==> config.mk <==
export PLATFORM = sky130hd
export DESIGN_NAME = vga_timing_ctrl
export DESIGN_NICKNAME = d
export VERILOG_FILES = /design/src/rtl/vga_pkg.sv /design/src/rtl/vga_axis_counter.sv /design/src/rtl/vga_timing_ctrl.sv
export SDC_FILE = /design/constraint.sdc
export NUM_CORES = 1
export LEC_CHECK = 0
export CAP_MARGIN = 20
export CORE_UTILIZATION = 35
export DETAILED_ROUTE_END_ITERATION = 8
export HOLD_SLACK_MARGIN = 0.15
export SYNTH_ARGS = -nofsm -noshare
export SYNTH_HDL_FRONTEND = slang
export SYNTH_SLANG_ARGS = --single-unit
==> constraint.sdc <==
create_clock -name clk -period 2.9 [get_ports clk]
set_clock_uncertainty 0.2 [all_clocks]
set_input_delay 0.29 -clock clk [delete_from_list [all_inputs] [get_ports clk]]
set_output_delay 0.29 -clock clk [all_outputs]
set_load 0.005 [all_outputs]
==> src/rtl/vga_pkg.sv <==
// Shared constants, FSM state type and colour-bar palette for the VGA timing controller.
// Default timing is 640x480@60 on a 25.175 MHz pixel clock.
package vga_pkg;

  localparam int unsigned HActiveDef = 640;
  localparam int unsigned HFpDef     = 16;
  localparam int unsigned HSyncDef   = 96;
  localparam int unsigned HBpDef     = 48;
  localparam int unsigned VActiveDef = 480;
  localparam int unsigned VFpDef     = 10;
  localparam int unsigned VSyncDef   = 2;
  localparam int unsigned VBpDef     = 33;
  localparam int unsigned HTotalDef  = HActiveDef + HFpDef + HSyncDef + HBpDef;
  localparam int unsigned VTotalDef  = VActiveDef + VFpDef + VSyncDef + VBpDef;
  localparam int unsigned CwDef      = 11;

  typedef enum logic [1:0] {StIdle, StPrime, StRun} vga_state_e;

  localparam logic [23:0] ColWhite   = 24'hFFFFFF;
  localparam logic [23:0] ColYellow  = 24'hFFFF00;
  localparam logic [23:0] ColCyan    = 24'h00FFFF;
  localparam logic [23:0] ColGreen   = 24'h00FF00;
  localparam logic [23:0] ColMagenta = 24'hFF00FF;
  localparam logic [23:0] ColRed     = 24'hFF0000;
  localparam logic [23:0] ColBlue    = 24'h0000FF;
  localparam logic [23:0] ColBlack   = 24'h000000;

  // Bar 0 is the leftmost bar.
  function automatic logic [23:0] bar_colour(input logic [2:0] idx);
    logic [23:0] col;
    unique case (idx)
      3'd0: col = ColWhite;
      3'd1: col = ColYellow;
      3'd2: col = ColCyan;
      3'd3: col = ColGreen;
      3'd4: col = ColMagenta;
      3'd5: col = ColRed;
      3'd6: col = ColBlue;
      3'd7: col = ColBlack;
    endcase
    return col;
  endfunction

endpackage

==> src/rtl/vga_axis_counter.sv <==
// One timing axis: a wrapping position counter plus active/sync region decode.
// Decode outputs are combinational from the current count.
module vga_axis_counter #(
  parameter int unsigned Active = 640,
  parameter int unsigned Fp     = 16,
  parameter int unsigned Sync   = 96,
  parameter int unsigned Bp     = 48,
  parameter int unsigned Cw     = 11
) (
  input  logic          clk_i,
  input  logic          reset_i,
  input  logic          clr_i,
  input  logic          inc_i,
  output logic [Cw-1:0] cnt_o,
  output logic          last_o,
  output logic          active_o,
  output logic          sync_o
);

  localparam int unsigned   Total      = Active + Fp + Sync + Bp;
  localparam logic [Cw-1:0] LastC      = Cw'(Total - 1);
  localparam logic [Cw-1:0] ActiveC    = Cw'(Active);
  localparam logic [Cw-1:0] SyncStartC = Cw'(Active + Fp);
  localparam logic [Cw-1:0] SyncEndC   = Cw'(Active + Fp + Sync);

  logic [Cw-1:0] cnt_q, cnt_d;

  always_comb begin
    cnt_d = cnt_q;
    if (clr_i) begin
      cnt_d = '0;
    end else if (inc_i) begin
      cnt_d = last_o ? '0 : cnt_q + 1'b1;
    end
  end

  always_ff @(posedge clk_i) begin
    if (reset_i) begin
      cnt_q <= '0;
    end else begin
      cnt_q <= cnt_d;
    end
  end

  assign cnt_o    = cnt_q;
  assign last_o   = (cnt_q == LastC);
  assign active_o = (cnt_q < ActiveC);
  assign sync_o   = (cnt_q >= SyncStartC) && (cnt_q < SyncEndC);

endmodule

==> src/rtl/vga_timing_ctrl.sv <==
// VGA/DVI timing sequencer with per-line fetch scheduling and late-fetch detection.
// Define VGA_TIMING_CTRL_TEST_PATTERN_EN to add a 24-bit colour-bar output (rgb).
module vga_timing_ctrl
  import vga_pkg::*;
#(
  parameter int unsigned H_ACTIVE = HActiveDef,
  parameter int unsigned H_FP     = HFpDef,
  parameter int unsigned H_SYNC   = HSyncDef,
  parameter int unsigned H_BP     = HBpDef,
  parameter int unsigned V_ACTIVE = VActiveDef,
  parameter int unsigned V_FP     = VFpDef,
  parameter int unsigned V_SYNC   = VSyncDef,
  parameter int unsigned V_BP     = VBpDef,
  parameter bit          SYNC_POL = 1'b0,
  parameter int unsigned CW       = CwDef
) (
  input  logic          clk,
  input  logic          reset,
  input  logic          enable,
  output logic          hsync,
  output logic          vsync,
  output logic          de,
  output logic [CW-1:0] x,
  output logic [CW-1:0] y,
  output logic          frame_start,
  output logic          line_req,
  output logic [CW-1:0] line_num,
  input  logic          line_ack,
  output logic          underflow,
  output logic          running
`ifdef VGA_TIMING_CTRL_TEST_PATTERN_EN
  ,
  output logic [23:0]   rgb
`endif
);

  localparam logic [CW-1:0] HActiveC = CW'(H_ACTIVE);
  localparam logic [CW-1:0] VActiveC = CW'(V_ACTIVE);

  vga_state_e    state_q, state_d;
  logic          run_en;
  logic [CW-1:0] hcnt, vcnt, next_line;
  logic          h_last, h_act, h_sync, v_last, v_act, v_sync;

  logic          hsync_q, hsync_d, vsync_q, vsync_d, de_q, de_d, fs_q, fs_d;
  logic [CW-1:0] x_q, x_d, y_q, y_d;
  logic          line_req_q, line_req_d, underflow_q, underflow_d;
  logic [CW-1:0] line_num_q, line_num_d;

  vga_axis_counter #(
    .Active(H_ACTIVE), .Fp(H_FP), .Sync(H_SYNC), .Bp(H_BP), .Cw(CW)
  ) u_hcnt (
    .clk_i(clk), .reset_i(reset), .clr_i(!run_en), .inc_i(1'b1),
    .cnt_o(hcnt), .last_o(h_last), .active_o(h_act), .sync_o(h_sync)
  );

  vga_axis_counter #(
    .Active(V_ACTIVE), .Fp(V_FP), .Sync(V_SYNC), .Bp(V_BP), .Cw(CW)
  ) u_vcnt (
    .clk_i(clk), .reset_i(reset), .clr_i(!run_en), .inc_i(h_last),
    .cnt_o(vcnt), .last_o(v_last), .active_o(v_act), .sync_o(v_sync)
  );

  always_ff @(posedge clk) begin
    if (reset) begin
      state_q <= StIdle;
    end else begin
      state_q <= state_d;
    end
  end

  always_comb begin
    state_d = state_q;
    case (state_q)
      StIdle:  if (enable) state_d = StPrime;
      StPrime: if (!enable) state_d = StIdle; else if (line_ack) state_d = StRun;
      StRun:   if (!enable) state_d = StIdle;
      default: state_d = StIdle;
    endcase
  end

  // Counters only advance while RUN is sustained; a falling enable clears them at once.
  always_comb begin
    running = (state_q == StRun);
    run_en  = running && enable;
  end

  always_comb begin
    hsync_d = ~SYNC_POL;
    vsync_d = ~SYNC_POL;
    de_d    = 1'b0;
    x_d     = '0;
    y_d     = '0;
    fs_d    = 1'b0;
    if (run_en) begin
      hsync_d = h_sync ? SYNC_POL : ~SYNC_POL;
      vsync_d = v_sync ? SYNC_POL : ~SYNC_POL;
      de_d    = h_act && v_act;
      x_d     = de_d ? hcnt : '0;
      y_d     = de_d ? vcnt : '0;
      fs_d    = (hcnt == '0) && (vcnt == '0);
    end
  end

  // A request lives from hblank of line v to the wrap into line v+1; an ack on the
  // wrap cycle itself still counts as on time.
  always_comb begin
    line_req_d  = line_req_q;
    line_num_d  = line_num_q;
    underflow_d = underflow_q;
    next_line   = v_last ? '0 : vcnt + 1'b1;
    if (!enable) begin
      line_req_d = 1'b0;
      line_num_d = '0;
    end else begin
      case (state_q)
        StIdle: begin
          line_req_d = 1'b1;
          line_num_d = '0;
        end
        StPrime: if (line_ack) line_req_d = 1'b0;
        StRun: begin
          if (line_req_q && line_ack) begin
            line_req_d = 1'b0;
          end else if (line_req_q && h_last) begin
            line_req_d  = 1'b0;
            underflow_d = 1'b1;
          end
          if (hcnt == HActiveC && next_line < VActiveC) begin
            line_req_d = 1'b1;
            line_num_d = next_line;
          end
        end
        default: line_req_d = 1'b0;
      endcase
    end
  end

  always_ff @(posedge clk) begin
    if (reset) begin
      hsync_q     <= ~SYNC_POL;
      vsync_q     <= ~SYNC_POL;
      de_q        <= 1'b0;
      x_q         <= '0;
      y_q         <= '0;
      fs_q        <= 1'b0;
      line_req_q  <= 1'b0;
      line_num_q  <= '0;
      underflow_q <= 1'b0;
    end else begin
      hsync_q     <= hsync_d;
      vsync_q     <= vsync_d;
      de_q        <= de_d;
      x_q         <= x_d;
      y_q         <= y_d;
      fs_q        <= fs_d;
      line_req_q  <= line_req_d;
      line_num_q  <= line_num_d;
      underflow_q <= underflow_d;
    end
  end

  assign hsync       = hsync_q;
  assign vsync       = vsync_q;
  assign de          = de_q;
  assign x           = x_q;
  assign y           = y_q;
  assign frame_start = fs_q;
  assign line_req    = line_req_q;
  assign line_num    = line_num_q;
  assign underflow   = underflow_q;

`ifdef VGA_TIMING_CTRL_TEST_PATTERN_EN
  localparam int unsigned BarW = H_ACTIVE / 8;

  logic [2:0]  bar_sel;
  logic [23:0] rgb_q, rgb_d;

  always_comb begin
    bar_sel = 3'(hcnt / CW'(BarW));
    rgb_d   = de_d ? bar_colour(bar_sel) : '0;
  end

  always_ff @(posedge clk) begin
    if (reset) begin
      rgb_q <= '0;
    end else begin
      rgb_q <= rgb_d;
    end
  end

  assign rgb = rgb_q;
`endif

endmodule
; Word level (Yosys, flattened, before mapping)
; Cells that the tools add are included.
[totals]
out_inout_bits = 40
latch_bits = 0
memories = 0
rom_bits = 0
ramBits = 0
word_cells = 71
inputBits = 4
register_bits = 63
[op_classes]
reduce_logical = 20
shifts = 0
mul = 0
div = 0
bitwise = 4
n_lt_le_gt_ge = 7
n_eq_ne = 11
n_mux = 15
n_addsub = 2
[ops]
columns = cell, count
row1 = $eq A11 B10 Y1 const B, 3
row2 = $lt A11 B9 Y1 const B, 3
row3 = $add A11 B1 Y11 const B, 2
row4 = $logic_not A11 Y1, 2
row5 = $lt A11 B10 Y1 const B, 2
row6 = $mux W11, 2
row7 = $pmux W11 S2, 1
row8 = $ge A11 B10 Y1 const B, 1
row9 = $ge A11 B9 Y1 const B, 1
row10 = $logic_and A1 B1 Y1, 8
row11 = $mux W2, 4
row12 = $mux W1, 6
row13 = $ne A2 B2 Y1 const B, 3
row14 = $pmux W2 S3, 1
row15 = $reduce_or A3 Y1, 2
row16 = $ne A4 B1 Y1 const B, 1
row17 = $not A1 Y1, 4
row18 = $reduce_and A2 Y1, 2
row19 = $reduce_and A4 Y1, 1
row20 = $reduce_or A2 Y1, 2
row21 = $ne A3 B3 Y1 const B, 1
row22 = $pmux W1 S3, 1
row23 = $reduce_and A3 Y1, 1
row24 = $eq A2 B1 Y1 const B, 1
row25 = 4 further kinds, 4

; Depth between registers and ports, before layout
[logic_depth]
depth_word = 6
ltp_mapped = 9

; By module
; From an unflattened synthesis, not the netlist that was laid out.
[hier_totals]
cells_unflattened = 301
area_unflattened_um2 = 2904.0
[by_module_without_submodules]
columns = module, area_each_um2, cells_per_inst, instances, seq_area_each_um2
row1 = vga_timing_ctrl, 1729.2, 174, 1, 820.8
row2 = vga_axis_counter at u_hcnt, 588.1, 63, 1, 220.2
row3 = vga_axis_counter at u_vcnt, 586.8, 64, 1, 220.2

; Worst setup path before layout
; OpenSTA, ideal clock, no wires.
[synth_path]
path_kind = flip-flop to flip-flop
start = reg u_vcnt.cnt_q[4] (netlist: u_vcnt.cnt_o[4])
end = reg line_num_q[10] (netlist: line_num[10])
path_stages_with_launch = 8
arrival_ns = 2.280
n_path_buf = 1
required_ns = 2.587
setup_slack_ns = 0.307
period_less_slack_ns = 2.593
setup_time_ns = 0.113
path_cell_list = dfxtp_1 or4_4 nor4_4 o21ai_1 or4_1 a31o_1 buf_6 and2_4
[synth_between]
elab_chain_cells = 6
elab_cells_between_ends = 9
classes_between = add/sub: 1 / order compare: 1 / eq/ne: 2 / mux: 3 / reduce/logical: 2
[synth_rtl]
columns = element, line
row1 = "start, declared", vga_axis_counter.sv:26  ; logic [Cw-1:0] cnt_q, cnt_d;
row2 = "start signal, assigned", vga_axis_counter.sv:41  ; cnt_q <= cnt_d;
row3 = $add A11 B1 Y11 or $eq A11 B10 Y1 (tied branches), "vga_timing_ctrl.sv:111, vga_axis_counter.sv:46"
row4 = $mux W11 *, vga_timing_ctrl.sv:111  ; next_line = v_last ? '0 : vcnt + 1'b1;
row5 = $lt A11 B9 Y1, vga_timing_ctrl.sv:129  ; if (hcnt == HActiveC && next_line < VActiveC) begin
row6 = $logic_and A1 B1 Y1, vga_timing_ctrl.sv:129
row7 = $ne A2 B1 Y1 (no line), -
row8 = $reduce_and A2 Y1 (no line), -
row9 = "end signal, assigned", vga_timing_ctrl.sv:158  ; line_num_q <= line_num_d;
row10 = "end, declared", vga_timing_ctrl.sv:48  ; logic [CW-1:0] line_num_q, line_num_d;
; Mark *: on every way between the ends. The rest lies on a longest branch, timed or not. The select of a mux whose other input is x is not followed.
; A chain may end at the register's enable or synchronous reset.

; Final worst setup path
[layout_path]
start = reg u_vcnt.cnt_q[4] (netlist: u_vcnt.cnt_o[4])
end = reg line_num_q[9] (netlist: line_num[9])
; Same word-level chain as after synthesis.

==> metrics.md <==
| Metric | Value |
|---|---|
| # Post-CTS Setup Buffers | `0` |
| Critical Path Sink | `line_num[9]` |
| Clk pin slew, worst setup/hold paths | `0.06 ns` |
| HPWL Detailed | `3.799 mm` |
| Worst Tran Pin Value | `0.5316 ns` |
| # diodes | `0` |
| #FFs+latches synth | `63` |
| Mean post-synth cell area | `9.363 µm²` |
| Mapped Cells | `~270` |
| Yosys warning count | `0` |
| DRT Pass-1 Iters | `5` |
| Root Driver | `clkbuf_8` |
| R2r endpoint | `line_num[9]` |
| IR drop worst, VDD | `between 0.2 and 0.3 mV` |
| Crit path from | `u_vcnt.cnt_o[4]` |
| Critical path data arrival time | `2.77 ns` |
| Final worst path period need | `2.743 ns` |
| Synth cell types | `47` |
| Drt drc | `0` |
| Worst setup EP type | `register` |
| Max Cap Viol | `0` |
| Cell Rows | `30` |
| Clk buf depth | `2` |
| Clock network power share | `40.5%` |
| Via density | `roughly 4.8` |
| Main synth FF type | `dfxtp_1` |
| Routed wire length | `5.252 mm` |
| Final hold vios | `0` |
| CTS Buf Count | `9` |
| Largest net degree at the start of global routing | `18` |
| H-tree levels | `3` |
| Number of gates resized after CTS | `0` |
| WP data required | `just under 3 ns` |
| Initial drt markers | `123` |
| Die width | `~87 µm` |
| Via count | `2028` |
| RSZ-0062 raised after global routing | `no` |
| Setup TNS Final | `0 ns` |
| Worst r2r path cells | `6` |
| Core Area | `slightly below 0.007 mm²` |
| Psw | `0.3066 mW` |
| CTS sink count | `between 60 and 70` |
| Setup slack after layout | `0.1574 ns` |
| Hold-fix buffers at CTS | `0` |
| Number of synthesized flops with an enable pin | `0` |
| Pleak | `1.128 nW` |
| # setup viols final | `0` |
| Final GP Congestion | `roughly 0.85` |
| Total congestion overflow | `0` |
| Reg2Reg Setup Slack | `0.16 ns` |
| Worst min-delay path class | `reg2reg` |
| Final net count | `333` |
| Max-slew headroom at the worst pin | `64.43%` |
| Combinational Power Share | `approximately 1.5%` |
| Asr flop ratio synth | `0%` |
| Switching share of power | `slightly above 20%` |
| DRT antenna net count | `0` |
| Worst r2r src | `u_vcnt.cnt_o[4]` |
| CP Launch Type | `register` |
| Per-cell routed wire length | `12.42 µm` |
| Period Utilization, post-route | `94.57%` |
| Initial antenna violation count | `0` |
| Mapped cell area | `0.002537 mm²` |
| Maximum fanout along the worst path | `11` |
| FMAX | `about 0.36 GHz` |
| Num ports | `44` |
| Die Y | `slightly below 90 µm` |
| Initial Utilization | `36.74%` |
| Layout cells sized above 1 | `about a tenth` |
| CP Class | `reg2reg` |
| First-pass GRT wire length | `just under 9 mm` |
| CTS tree | `built` |
| Register area share after synthesis | `between 40% and 50%` |
| IO buf count | `43` |
| Die area | `0.007594 mm²` |
| Gr usage total | `between 10% and 20%` |
| Sequential share of power | `57.9%` |
| Vias in the first global route | `about 1800` |
| Clock Latency Late Sink | `0.33 ns` |
| Internal | `about 1.2 mW` |
| Outcome | `finished clean` |
| Pwr Density | `459.5 mW/mm²` |
| Max-slew violations | `0` |
| Placement Setup Slack | `0.1584 ns` |
| Area grow syn2layout | `29.19%` |
## flip-flops by register name, indices dropped and copies added (netlist names)
name / count
de: 1
state_q: 2
x: 11
u_vcnt.cnt_o: 11
underflow: 1
y: 11
frame_start: 1
u_hcnt.cnt_o: 11
line_num: 11
line_req: 1
vsync: 1
hsync: 1
## power by group through the flow
stage / registers, mW / clock network [mW] / logic (mW)
after detailed placement: 0.891 / 0 / 0.0233
after floorplan: 0.892 / 0 / 0.00982
after CTS: 0.872 / 0.631 / 0.0233
final: 0.873 / 0.611 / 0.0230
after global routing: 0.872 / 0.668 / 0.0256
after global placement: 0.891 / 0 / 0.0231
## Yosys cell counts (all sizes together), types with 5 or more instances
cell	n	area [µm²]
a21oi	9	45.04
and2	17	111.4
and4	5	45.04
clkbuf	12	45.04
dfxtp	63	1261
inv	8	30.03
nand2	13	48.80
nand2b	6	37.54
nand3	14	70.07
nand4	6	37.54
nor2	28	105.1
nor3	11	55.05
o21ai	6	30.02
o2bb2ai	9	78.83
xnor2	11	96.34
xor2	10	87.58
## worst min-delay path by stage
stage / startpoint / to / slack, ns / cells past startpoint
2_1_floorplan: reset / underflow / 0.16 / 1
3_3_place_gp: line_num[2] / line_num[2] / 0.25 / 1
3_5_place_dp: line_num[2] / line_num[2] / 0.25 / 1
4_1_cts: line_num[3] / line_num[3] / 0.27 / 1
5_1_grt: line_num[2] / line_num[2] / 0.29 / 1
6_report: line_num[2] / line_num[2] / 0.27 / 1
## layer usage
layer  global-route usage (%)  part of all wire, %
met4                    8.495                  2.0
met2                    20.97                   42
met5                        0                    0
met3                    3.412                  4.5
met1                    21.27                   52
## final cells by class
class | instances | area [µm²]
sequential | 63 | 1261
fill | 674 | 3628
inverter | 8 | 30.03
timing repair buffer | 56 | 528.0
multi-input combinational | 187 | 1187
clock inverter | 2 | 10.01
clock buffer | 11 | 141.4
tap | 96 | 120.1
## critical path: stages, from the launching register on
cell and delay, ns:
dfxtp_1 0.31, or4_4 0.55, nor4_4 0.29, o21ai_1 0.11
or4_1 0.56, a31o_1 0.37, and2_2 0.24
## cells by family after synthesis
family	count (synthesis)	synth area share (%)
DFF	63	49.70
buffers and inverters	23	3.797
and+or+nand+nor	123	27.32
other	1	0.1478
xor gates and xnor gates	21	7.248
adders and majority gates	4	1.972
AOI/OAI and AO/OA	36	9.812
## stage by stage
stage               power (mW)  area [µm²]  instances  hold WS [ns]  utilization, %
detailed placement      0.9148        3127        410        0.2453           45.27
floorplan               0.9014        2545        273        0.1624               -
global route             1.566        3278        423        0.2866           47.46
finish                   1.506        3278        423        0.2651           47.46
CTS                      1.526        3278        423        0.2713           47.46
global placement        0.9146        3127        410        0.2520           45.27
## cell usage in the layout, fill, tap and decap left out, types with 2 or more instances in the layout
master and instances:
and4_1 4, clkbuf_8 10, o31ai_1 2, xor2_1 10
o21ai_0 5, nor3_1 11, and2_1 14, or3_1 4
xnor2_1 11, o21a_1 2, nor2b_1 3, a211oi_1 2
o2bb2ai_1 9, nand4_1 6, nand2_1 13, inv_1 8
and3_1 3, a21oi_1 9, and2_2 2, clkinv_2 2
nor2_1 28, nand3_1 14, ha_1 4, or4_1 2
conb_1 3, nor4_1 2, nand2b_1 6, buf_4 13
dfxtp_1 63, clkdlybuf4s50_1 43
Note: power is estimated with default switching activity, not from simulation.
